$ cat config.mk
export PLATFORM = sky130hd
export DESIGN_NAME = seg7_monitor
export DESIGN_NICKNAME = d
export VERILOG_FILES = /design/src/rtl/seg7_pkg.sv /design/src/rtl/seg7_decode.sv /design/src/rtl/seg7_monitor.sv
export SDC_FILE = /design/constraint.sdc
export NUM_CORES = 1
export LEC_CHECK = 0
export BUFFER_PORTS_ARGS = -buffer_cell sky130_fd_sc_hd__buf_2
export CORE_ASPECT_RATIO = 0.8
export CORE_UTILIZATION = 39
export CTS_CLUSTER_DIAMETER = 30
export DETAILED_ROUTE_END_ITERATION = 6
export SLEW_MARGIN = 20
export SYNTH_ARGS = -nofsm -noshare
export SYNTH_HDL_FRONTEND = slang
export SYNTH_SLANG_ARGS = --single-unit
export TNS_END_PERCENT = 1
$ cat constraint.sdc
create_clock -name clk -period 2.05 [get_ports clk]
set_clock_uncertainty 0.05 [all_clocks]
set_input_delay 0.1025 -clock clk [delete_from_list [all_inputs] [get_ports clk]]
set_output_delay 0.1025 -clock clk [all_outputs]
set_load 0.005 [all_outputs]
$ cat src/rtl/seg7_pkg.sv
// Shared seven-segment constants, glyph table and monitor FSM states.
// All patterns here are lit-high, ordered {g,f,e,d,c,b,a}.
package seg7_pkg;

  localparam int SEG_A  = 0;
  localparam int SEG_B  = 1;
  localparam int SEG_C  = 2;
  localparam int SEG_D  = 3;
  localparam int SEG_E  = 4;
  localparam int SEG_F  = 5;
  localparam int SEG_G  = 6;
  localparam int SEG_DP = 7;

  localparam logic [6:0] SEG_BLANK = 7'h00;

  // Index i holds the glyph for hex digit i.
  localparam logic [15:0][6:0] SEG_TABLE = {
    7'h71, 7'h79, 7'h5E, 7'h39,
    7'h7C, 7'h77, 7'h6F, 7'h7F,
    7'h07, 7'h7D, 7'h6D, 7'h66,
    7'h4F, 7'h5B, 7'h06, 7'h3F
  };

  typedef enum logic [1:0] {
    S_INIT = 2'd0,
    S_LOCK = 2'd1,
    S_FILT = 2'd2
  } state_e;

endpackage

$ cat src/rtl/seg7_decode.sv
// Combinational lit-high 7-bit pattern to hex digit decoder.
// Reports whether the pattern is a known glyph or fully blank.
module seg7_decode
  import seg7_pkg::*;
(
  input  logic [6:0] pat,
  output logic       legal,
  output logic       blank,
  output logic [3:0] digit
);

  // Search the glyph table; entries are unique so at most one hits.
  always_comb begin
    legal = 1'b0;
    digit = 4'd0;
    for (int i = 0; i < 16; i++) begin
      if (pat == SEG_TABLE[i]) begin
        legal = 1'b1;
        digit = 4'(i);
      end
    end
    blank = (pat == SEG_BLANK);
  end

endmodule

$ cat src/rtl/seg7_monitor.sv
// Glitch-filtering seven-segment bus checker with count-sequence check.
// Define SEG7_MON_SEQ_CHECK_EN to build the modulo-N sequence checker.
module seg7_monitor
  import seg7_pkg::*;
#(
  parameter int STABLE_CYCLES = 4,
  parameter int MOD_N         = 10,
  parameter int ACTIVE_LOW    = 1
) (
  input  logic       clk,
  input  logic       rst,
  input  logic [7:0] seg,
  output logic [3:0] digit,
  output logic       dp,
  output logic       digit_valid,
  output logic       illegal,
  output logic       lock,
  output logic       seq_err,
  output logic [7:0] err_cnt
);

  localparam logic [7:0] STAB = 8'(STABLE_CYCLES);

  logic [7:0] seg_d, seg_q;
  logic [7:0] cnt_d, cnt_q;
  logic [7:0] acc_d, acc_q;
  state_e     state_d, state_q;
  logic [3:0] digit_d, digit_q;
  logic       dp_d, dp_q;
  logic       valid_d, valid_q;
  logic       illegal_d, illegal_q;
  logic       lock_d, lock_q;
  logic       accept;
  logic       dec_legal;
  logic       dec_blank;
  logic [3:0] dec_digit;

  // The sample entering seg_q is what gets counted, so seg_q itself is
  // the candidate: it reloads whenever the new sample differs from it.
  seg7_decode u_dec (
    .pat   (seg_d[6:0]),
    .legal (dec_legal),
    .blank (dec_blank),
    .digit (dec_digit)
  );

  // Filter counter, accept detection, FSM and decoded output updates.
  always_comb begin
    seg_d     = (ACTIVE_LOW != 0) ? ~seg : seg;
    cnt_d     = cnt_q;
    acc_d     = acc_q;
    state_d   = state_q;
    digit_d   = digit_q;
    dp_d      = dp_q;
    valid_d   = 1'b0;
    illegal_d = 1'b0;
    lock_d    = lock_q;
    if (seg_d != seg_q) begin
      cnt_d = 8'd1;
    end else if (cnt_q < STAB) begin
      cnt_d = cnt_q + 8'd1;
    end
    accept = (cnt_d == STAB) &&
             ((state_q == S_INIT) || (seg_d != acc_q));
    if (accept) begin
      state_d = S_LOCK;
      acc_d   = seg_d;
      lock_d  = 1'b1;
      if (dec_legal) begin
        digit_d = dec_digit;
        dp_d    = seg_d[SEG_DP];
        valid_d = 1'b1;
      end else if (!dec_blank) begin
        illegal_d = 1'b1;
      end
    end else if (state_q == S_LOCK && seg_d != acc_q) begin
      state_d = S_FILT;
    end else if (state_q == S_FILT && seg_d == acc_q) begin
      state_d = S_LOCK;
    end
  end

  // Filter, FSM and output registers.
  always_ff @(posedge clk or negedge rst) begin
    if (!rst) begin
      seg_q     <= 8'h00;
      cnt_q     <= 8'd0;
      acc_q     <= 8'h00;
      state_q   <= S_INIT;
      digit_q   <= 4'd0;
      dp_q      <= 1'b0;
      valid_q   <= 1'b0;
      illegal_q <= 1'b0;
      lock_q    <= 1'b0;
    end else begin
      seg_q     <= seg_d;
      cnt_q     <= cnt_d;
      acc_q     <= acc_d;
      state_q   <= state_d;
      digit_q   <= digit_d;
      dp_q      <= dp_d;
      valid_q   <= valid_d;
      illegal_q <= illegal_d;
      lock_q    <= lock_d;
    end
  end

  assign digit       = digit_q;
  assign dp          = dp_q;
  assign digit_valid = valid_q;
  assign illegal     = illegal_q;
  assign lock        = lock_q;

`ifdef SEG7_MON_SEQ_CHECK_EN
  logic [3:0] prev_d, prev_q;
  logic       pvld_d, pvld_q;
  logic       serr_d, serr_q;
  logic [7:0] ecnt_d, ecnt_q;
  logic [3:0] exp_dig;
  logic       bad;

  // Compare each legal digit against the successor of the previous one;
  // blank or illegal accepts drop the reference.
  always_comb begin
    prev_d  = prev_q;
    pvld_d  = pvld_q;
    serr_d  = serr_q;
    ecnt_d  = ecnt_q;
    exp_dig = 4'((int'(prev_q) + 1) % MOD_N);
    bad     = (dec_digit != exp_dig) ||
              (int'(dec_digit) >= MOD_N);
    if (accept) begin
      if (dec_legal) begin
        if (pvld_q && bad) begin
          serr_d = 1'b1;
          if (ecnt_q != 8'hFF) ecnt_d = ecnt_q + 8'd1;
        end
        prev_d = dec_digit;
        pvld_d = 1'b1;
      end else begin
        pvld_d = 1'b0;
      end
    end
  end

  // Sequence reference and error registers.
  always_ff @(posedge clk or negedge rst) begin
    if (!rst) begin
      prev_q <= 4'd0;
      pvld_q <= 1'b0;
      serr_q <= 1'b0;
      ecnt_q <= 8'd0;
    end else begin
      prev_q <= prev_d;
      pvld_q <= pvld_d;
      serr_q <= serr_d;
      ecnt_q <= ecnt_d;
    end
  end

  assign seq_err = serr_q;
  assign err_cnt = ecnt_q;
`else
  assign seq_err = 1'b0;
  assign err_cnt = 8'd0;
`endif

endmodule

==> run_results.csv <==
group,metric,value,unit
place,gp_congestion,0.829,
setup_path,critical_path_class,"flop to flop",
clock_network,cts_buffers,5,
synth,syn_area_per_cell,10.0,um2
setup_path,cp_top_family,"simple AND/OR/NAND/NOR gates",
setup_path,cp-end-kind,"flop",
final_layout,fill_cells,451,
final_layout,areaGrowthSynthToFinish,14.2,%
setup_path,crit_buf_inv,0,
floorplan,die_h,65.3,um
final_layout,drive_gt1_share,25.5,%
synth,yosys_most_used_dff,"dfrtp_1",
final_layout,n_antenna_cell,0,
place,dp_hpwl,2830,um
floorplan,die_area,5290,um2
global_routing,grt.total_usage,17.0,%
clock_network,cts_buffer_depth,2,
sta,slew_headroom,49.7,%
routing,vias,1392,
sta,worst_slack,0.0880,ns
floorplan,start_util,41.4,%
synth,ys_seq_elements,34,
setup_path,crit_path_top_delay_cell,"dfrtp_1",
synth,yosysSeqAreaShare,43.6,%
hold_path,min_path_type,"input pin to flop",
sta,worst_slew_pin_slew,0.754,ns
sta,period_share,95.7,%
place,pre_cts_ws,0.0397,ns
setup_path,worst_ep_arrival_time,2.08,ns
setup_path,cpPeakStageDelay,0.41,ns
flow_run,cap_violations,0,
clock_network,root_buffer,"clkbuf_8",
sta,tns,0,ns
floorplan,die-width,81.1,um
synth,async_flop_share,100,%
global_routing,grt_pass1_vias,1304,
floorplan,io_pins,27,
synth,yosys_warnings,0,
sta,fmax,510,MHz
routing,viasPerCell,4.97,
global_routing,grt_max_degree,35,
final_layout,layout_commonest_cell,"dfrtp_1",
final_layout,mostFrequentLayoutCells,"dfrtp_1, buf_2, nand2_1, buf_4",
synth,synth_edf_count,0,
synth,synth_area,1950,um2
clock_network,cts_tree,"yes",
final_layout,multi_input_area,971,um2
global_routing,grt-ovfl-total,0,
clock_network,cts.htree.levels,2,
clock_network,clock-sinks,34,
sta,drv_slew,0,
setup_path,worstSetupStartpointType,"flop",
clock_network,clock_latency,0.29,ns
place,io_buffers,17,
power_and_ir_drop,powerDensity,603,nW/um2
sta,finalHoldViolations,0,
setup_path,path_max_fanout,5,
floorplan,rows,22,
final_layout,seq_area,851,um2
routing,drt_iter0_drc,66,
final_layout,fin_nets,230,
global_routing,grt_antenna_before_repair,0,
routing,drc,0,
setup_path,path_cells,"xnor2_2 -> nor4_4 -> nand2_2 -> o2111ai_2 -> nand2b_4 -> mux2_4",
floorplan,core,4710,um2
synth,yosysUniqueCellTypes,47,
power_and_ir_drop,leakage,1.07,nW
sta,setup_violations,0,
routing,first_pass_iters,4,
routing,final_antenna_net_count,0,
global_routing,grt_first_pass_wirelength,6620,um
synth,synth_cells,195,
power_and_ir_drop,peakVddDrop,0.000421,V
sta,rsz0062_at_grt,"true",
sta,period_needed,1.96,ns
routing,totalWireLength,4070,um
clock_network,path_clk_slew,0.07,ns
routing,routedWlPerCell,14.5,um
status,outcome,"finished, final reports clean",
setup_path,cp_data_required_time,2.17,ns
-- final timing paths --
check | to | cells past startpoint | slack [ns] | startpoint
max | digit[2] | 6 | 0.09 | acc_q[0]
min | acc_q[6] | 2 | 0.02 | seg[6]
max reg2reg | digit[2] | 6 | 0.09 | acc_q[0]
min reg2reg | lock | 1 | 0.41 | lock
max in group asynchronous | digit[2] | 2 | 1.09 | rst
min in group asynchronous | acc_q[4] | 2 | 0.36 | rst
-- synthesized netlist by cell type, types with 2 or more instances --
master	instances	area, um2
a21o_1	2	15.0
nand2b_1	2	12.5
buf_4	15	113
nor4_4	2	42.5
a31oi_1	3	18.8
o21ai_1	10	50.1
a21oi_1	6	30.0
nand3_1	5	25.0
o21ai_0	3	15.0
buf_2	6	30.0
nor3_1	6	30.0
dfrtp_1	34	851
nand2_1	15	56.3
and2_1	6	37.5
nor2b_1	3	18.8
nor4_1	5	31.3
xor2_1	9	78.8
inv_1	10	37.5
o2111ai_2	2	30.0
nand4_1	3	18.8
o211ai_1	2	15.0
xnor2_1	8	70.1
clkbuf_1	2	7.51
nor2_1	10	37.5
mux2_4	4	60.1
-- power breakdown --
group,internal (mW),switching (mW)
logic,0.0503,0.0953
clock network,0.271,0.243
registers,0.679,0.00400
-- flip-flops by register name, indices dropped and copies added, names as in the netlist --
signal,count
acc_q,8
cnt_q,8
digit,4
digit_valid,1
dp,1
illegal,1
lock,1
seg_q,8
state_q,2
-- cell type report --
class	instances	share of cell area (%)
Timing Repair Buffer	32	9.10
Multi-Input combinational cell	136	43.6
Tap cell	60	3.37
Clock buffer	7	3.87
Inverter	10	1.68
Clock inverter	1	0.225
Sequential cell	34	38.2
-- what timing repair did --
action                                 4_1_cts  5_1_grt
buffers inserted                             0        3
endpoints found under the hold margin       35        0
gates resized for setup                      0        5
setup endpoints to repair                    0       15
hold buffers                                 2        0
-- per-stage QoR --
step                instance area (um2)  cells  hold slack [ns]  total power [mW]  util [%]
floorplan                          1980    203           -0.243             0.805         -
global placement                   2070    267            0.161             0.835      43.9
detailed placement                 2070    267            0.160             0.835      43.9
CTS                                2180    277           0.0124              1.35      46.3
global route                       2230    280           0.0243              1.39      47.3
finish                             2230    280           0.0217              1.34      47.3
-- kinds of logic after synthesis --
group                      Yosys count  synth area share, %
AOI/OAI and AO/OA                   32                 10.7
other                                1                0.192
xor gates and xnor gates            18                 8.47
adders and majority gates            2                 1.15
buffers and inverters               33                 9.62
DFF                                 34                 43.6
muxes                                5                 3.59
and+or+nand+nor                     70                 22.6
-- metal layers --
metal	global-route usage, %	wire (um)	up-vias
met5	0	0	-
met4	6.03	44	0
met3	4.44	204	5
met2	22.6	1660	36
met1	25.8	2150	653
li1	-	-	698
No activity file was read; power rests on OpenSTA's default activity.
